<file path="src/rtl/l1_dcache_pkg.sv">
// Shared definitions for the L1 data-cache load/store front end:
// funct3 encodings, FSM state encoding, latched request and access legality decode.
package l1_dcache_pkg;

   localparam logic [2:0] F3_B  = 3'b000;
   localparam logic [2:0] F3_H  = 3'b001;
   localparam logic [2:0] F3_W  = 3'b010;
   localparam logic [2:0] F3_BU = 3'b100;
   localparam logic [2:0] F3_HU = 3'b101;

   localparam logic [2:0] ST_IDLE = 3'd0;
   localparam logic [2:0] ST_RD   = 3'd1;
   localparam logic [2:0] ST_CAP  = 3'd2;
   localparam logic [2:0] ST_WR   = 3'd3;
   localparam logic [2:0] ST_ERR  = 3'd4;

   typedef enum logic [2:0] {
      IDLE = ST_IDLE,
      RD   = ST_RD,
      CAP  = ST_CAP,
      WR   = ST_WR,
      ERR  = ST_ERR
   } state_t;

   typedef struct packed {
      logic        store;
      logic [2:0]  funct3;
      logic [1:0]  off;
      logic [31:0] wdata;
   } req_t;

   // Stores only exist as B/H/W; unsigned variants are load-only.
   function automatic logic req_bad(input logic store, input logic [2:0] funct3,
                                    input logic [1:0] off);
      logic illegal, misaligned;
      if (store)
         illegal = !(funct3 == F3_B || funct3 == F3_H || funct3 == F3_W);
      else
         illegal = !(funct3 == F3_B || funct3 == F3_H || funct3 == F3_W ||
                     funct3 == F3_BU || funct3 == F3_HU);
      misaligned = ((funct3 == F3_H || funct3 == F3_HU) && off[0]) ||
                   (funct3 == F3_W && off != 2'b00);
      return illegal || misaligned;
   endfunction

endpackage

</file>
<file path="src/rtl/dcache_lane_align.sv">
// Byte-lane alignment: load lane select with sign/zero extension, and
// sub-word store merge into the word read back from the cache.
module dcache_lane_align
   import l1_dcache_pkg::*;
(
   input  logic [2:0]  funct3,
   input  logic [1:0]  off,
   input  logic [31:0] rd,
   input  logic [31:0] wdata,
   output logic [31:0] ld_data,
   output logic [31:0] st_data
);

   logic [7:0]  lane_b;
   logic [15:0] lane_h;

   always_comb begin
      lane_b = rd[{off, 3'b000} +: 8];
      lane_h = off[1] ? rd[31:16] : rd[15:0];
      case (funct3)
         F3_B:    ld_data = {{24{lane_b[7]}}, lane_b};
         F3_BU:   ld_data = {24'h0, lane_b};
         F3_H:    ld_data = {{16{lane_h[15]}}, lane_h};
         F3_HU:   ld_data = {16'h0, lane_h};
         default: ld_data = rd;
      endcase
   end

   always_comb begin
      st_data = rd;
      case (funct3)
         F3_B:    st_data[{off, 3'b000} +: 8]     = wdata[7:0];
         F3_H:    st_data[{off[1], 4'b0000} +: 16] = wdata[15:0];
         default: st_data = wdata;
      endcase
   end

endmodule

</file>
<file path="src/rtl/l1_dcache_ctrl.sv">
// Load/store front end for a single-port synchronous-read L1 data cache:
// word reads with extension, read-modify-write for sub-word stores, error reporting.
module l1_dcache_ctrl
   import l1_dcache_pkg::*;
#(
   parameter  int N      = 1024,
   localparam int ADDR_W = $clog2(N)
) (
   input  logic              clk,
   input  logic              rst,
   input  logic              req_valid,
   output logic              req_ready,
   input  logic              req_store,
   input  logic [2:0]        req_funct3,
   input  logic [31:0]       req_addr,
   input  logic [31:0]       req_wdata,
   output logic              rsp_valid,
   output logic [31:0]       rsp_rdata,
   output logic              rsp_err,
   output logic [ADDR_W-1:0] cache_a,
   output logic [31:0]       cache_wd,
   output logic              cache_we,
   input  logic [31:0]       cache_rd
);

   state_t            state;
   req_t              req;
   logic [31:0]       ld_data, st_data;
   logic [ADDR_W-1:0] req_idx;
   logic              unused_addr;

   // Addresses wrap modulo the cache size; the upper bits are dropped on purpose.
   assign req_idx     = req_addr[ADDR_W+1:2];
   assign unused_addr = ^(req_addr >> (ADDR_W + 2));

   dcache_lane_align u_align (
      .funct3  (req.funct3),
      .off     (req.off),
      .rd      (cache_rd),
      .wdata   (req.wdata),
      .ld_data (ld_data),
      .st_data (st_data)
   );

   // Read data is only valid during CAP, so the load result bypasses the register.
   assign rsp_rdata = (state == CAP && !req.store) ? ld_data : 32'h0;

   always_ff @(posedge clk or posedge rst) begin
      if (rst) begin
         state     <= IDLE;
         req       <= '0;
         req_ready <= 1'b1;
         rsp_valid <= 1'b0;
         rsp_err   <= 1'b0;
         cache_a   <= '0;
         cache_wd  <= '0;
         cache_we  <= 1'b0;
      end else begin
         case (state)
            IDLE: if (req_valid) begin
               req       <= '{store: req_store, funct3: req_funct3,
                              off: req_addr[1:0], wdata: req_wdata};
               req_ready <= 1'b0;
               if (req_bad(req_store, req_funct3, req_addr[1:0])) begin
                  state     <= ERR;
                  rsp_valid <= 1'b1;
                  rsp_err   <= 1'b1;
               end else if (req_store && req_funct3 == F3_W) begin
                  state     <= WR;
                  cache_a   <= req_idx;
                  cache_wd  <= req_wdata;
                  cache_we  <= 1'b1;
                  rsp_valid <= 1'b1;
               end else begin
                  state   <= RD;
                  cache_a <= req_idx;
               end
            end
            RD: begin
               state     <= CAP;
               rsp_valid <= !req.store;
            end
            CAP: if (req.store) begin
               state     <= WR;
               cache_wd  <= st_data;
               cache_we  <= 1'b1;
               rsp_valid <= 1'b1;
            end else begin
               state     <= IDLE;
               rsp_valid <= 1'b0;
               req_ready <= 1'b1;
            end
            default: begin
               state     <= IDLE;
               rsp_valid <= 1'b0;
               rsp_err   <= 1'b0;
               cache_we  <= 1'b0;
               req_ready <= 1'b1;
            end
         endcase
      end
   end

endmodule

</file>
<file path="config.mk">
export PLATFORM = sky130hd
export DESIGN_NAME = l1_dcache_ctrl
export DESIGN_NICKNAME = d
export VERILOG_FILES = /design/src/rtl/l1_dcache_pkg.sv /design/src/rtl/dcache_lane_align.sv /design/src/rtl/l1_dcache_ctrl.sv
export SDC_FILE = /design/constraint.sdc
export NUM_CORES = 1
export LEC_CHECK = 0
export ABC_AREA = 1
export CAP_MARGIN = 10
export CORE_MARGIN = 10
export CORE_UTILIZATION = 35
export DETAILED_ROUTE_END_ITERATION = 8
export PLACE_DENSITY = 0.67
export SYNTH_ARGS = -nofsm -noshare
export SYNTH_HDL_FRONTEND = slang
export SYNTH_HIERARCHICAL = 1
export SYNTH_SLANG_ARGS = --single-unit
</file>
<file path="constraint.sdc">
create_clock -name clk -period 3.4 [get_ports clk]
set_input_delay 0.68 -clock clk [delete_from_list [all_inputs] [get_ports clk]]
set_output_delay 0.68 -clock clk [all_outputs]
set_load 0.01 [all_outputs]
</file>
==> reports/results.tsv <==
stage	metric	value	unit
cells_and_area	multi_input_area	3660	µm²
floorplanning	ios	181	
routing	wl_per_cell	16.0	µm
routing	drt-pass1-iter-count	5	
place	port_buffers	160	
clock_tree	clk_pin_slew	60	ps
routing	drtAntennaViolNets	0	
cells_and_area	drive_gt1_frac	0.0492	
cells_and_area	area_growth	31.1	%
synth	netlist_top_cells_area	dfrtp_1 (33%), nand2_1 (26%), nand3_1 (11%)	
cells_and_area	nFillCells	1951	
clock_tree	cts_setup_buffers	0	
clock_tree	cts_hold_buffers	0	
critical_path	start_kind	primary input	
grt	grt_pass1_vias	6731	
pwr	ir_drop	527	µV
sta	period_minus_slack	3270	ps
critical_path	timing.critical_path.fanout_max	24	
clock_tree	cts_tree	built	
grt	grt_pass1_wl	37000	µm
floorplanning	initial_utilization	0.353	
synth	synthDistinctLibCells	23	
sta	setup_viol	0	
sta	tightestPinTransition	757	ps
clock_tree	cts_sinks	87	
critical_path	critical_path_class	primary input to output port	
flow_run	maxCapViolCount	0	
sta	rsz0062_at_grt	no	
floorplanning	coreArea	18600	µm²
place	dp.cells	1458	
sta	fmax	306	MHz
clock_tree	cts_resized	0	
clock_tree	numCtsBuffers	9	
synth	synth_common_cells	nand2_1 (450), nand3_1 (148), nor2_1 (139), inv_1 (94), dfrtp_1 (86)	
floorplanning	rows	50	
floorplanning	dieWidth	157	µm
clock_tree	clock_path_buffers	2	
grt	antenna_found_initial	0	
clock_tree	htreeDepth	3	
synth	avgSynthCellArea	5.91	µm²
clock_tree	clock_latency	350	ps
floorplanning	die_area	24600	µm²
grt	grtUsageTotal	0.188	
synth	synth-seq-cells	87	
cells_and_area	fin_nets	1343	
sta	timing.final.ws_setup	132	ps
place	pre_cts_ws	167	ps
sta	finClkSkew	9.67	ps
synth	synthFlopType	dfrtp_1	
cells_and_area	fin_cells	1474	
sta	setup_tns	0	ps
place	gp_congestion	0.942	
routing	vias	7300	
pwr	p_leak	4.41	nW
sta	final-max-slew-violation-count	0	
routing	drt-vias-per-instance	4.95	
synth	synthCells	1110	
hold_path	hp-class	register to register	
floorplanning	die_h	157	µm
routing	wl	23600	µm
synth	yosysTopAreaCellShare	0.328	
synth	seq_area_frac_synth	0.332	
clock_tree	clock_tree.root_cell	clkbuf_16	
routing	drc	0	
critical_path	crit_required	2720	ps
synth	yosysWarnings	6	
sta	relSlewSlack	0.494	
sta	timing.final.hold_violations	0	
synth	syn_nets	1218	
critical_path	end_kind	output port	
synth	yosysTopAreaCell	dfrtp_1	
pwr	pwr_density_cell	915	nW/µm²
routing	drt_iter0_drc	562	
synth	synth_edf_count	0	
cells_and_area	register_area	2180	µm²
place	hpwl	17900	µm
sta	finalCritPeriodShare	0.961	
grt	overflow	0	
synth	ys_async_sr_fraction	1.00	
grt	grt_start_max_net_pins	65	
synth	yosys.cell_count.top_type	nand2_1	
critical_path	crit_arrival	2590	ps
cells_and_area	num_antenna_cells	0	
outcome	status	completed	
pwr	power	7.87	mW
synth	netlist_area	6560	µm²
==> cell type report <==
cell class                      instances  area share
Clock buffer                           11      0.0294
Clock inverter                          5     0.00727
Inverter                               99      0.0433
Multi-Input combinational cell        857       0.425
Sequential cell                        87       0.253
Tap cell                              234      0.0340
Timing Repair Buffer                  181       0.208
==> per-stage QoR <==
step	instance area [µm²]	util	hold WS (ps)
after floorplan	6560	-	443
after global placement	8280	0.446	454
after detailed placement	8280	0.446	458
after CTS	8600	0.463	474
after global routing	8600	0.463	491
final	8600	0.463	472
==> metal layers <==
metal,GRT usage,wire [µm]
met1,0.261,10700
met2,0.285,10300
met3,0.0549,2390
met4,0.0387,299
met5,0,0
==> cells in the final DEF (no fill, tap or decap), types with 9 or more instances in the layout <==
cell type,instances
buf_4,18
nand4_1,11
clkbuf_16,9
dfrtp_1,86
inv_1,93
clkdlybuf4s50_1,160
nand3_1,148
o21ai_0,52
a21oi_1,32
nand2_1,449
nor2_1,139
==> registers in the layout (all words and copies together), names as in the netlist <==
name and flops:
rsp_err 1, cache_a 10, state 3, cache_wd 32
cache_we 1, req 38, rsp_valid 1, req_ready 1
==> final timing paths <==
check	from	endpoint	slack (ps)	cells past startpoint
max reg2reg	req[33]	cache_wd[7]	590	12
max in group asynchronous	rst	req_ready	2160	3
min in group asynchronous	rst	cache_wd[27]	620	2
max	cache_rd[7]	rsp_rdata[11]	130	11
min reg2reg	cache_wd[29]	cache_wd[29]	470	2
min	cache_wd[29]	cache_wd[29]	470	2
==> power by group <==
group	total, mW	switching, mW	internal, mW
combinational	4.87	3.06	1.80
sequential	1.96	0.420	1.54
clock	1.05	0.436	0.615
total	7.87	3.92	3.95
==> worst max-delay path: stages <==
cell	delay, ps
clkdlybuf4s50_1	510
inv_1	90
nand2_1	80
nand2_1	60
nand2_1	90
nand3_2	90
buf_12	170
nand3_1	70
inv_1	40
nor2_1	120
clkdlybuf4s50_1	580
==> kinds of logic (layout without fill, tap and decap cells) <==
| kind of cell | Yosys count | after routing | synth area share |
|---|---|---|---|
| compound gates | 88 | 88 | 0.0675 |
| fa+ha+maj | 5 | 5 | 0.00953 |
| buf+inv | 166 | 296 | 0.111 |
| flops | 87 | 87 | 0.332 |
| simple gates | 764 | 764 | 0.480 |
Power figures use the tool's default switching activity.
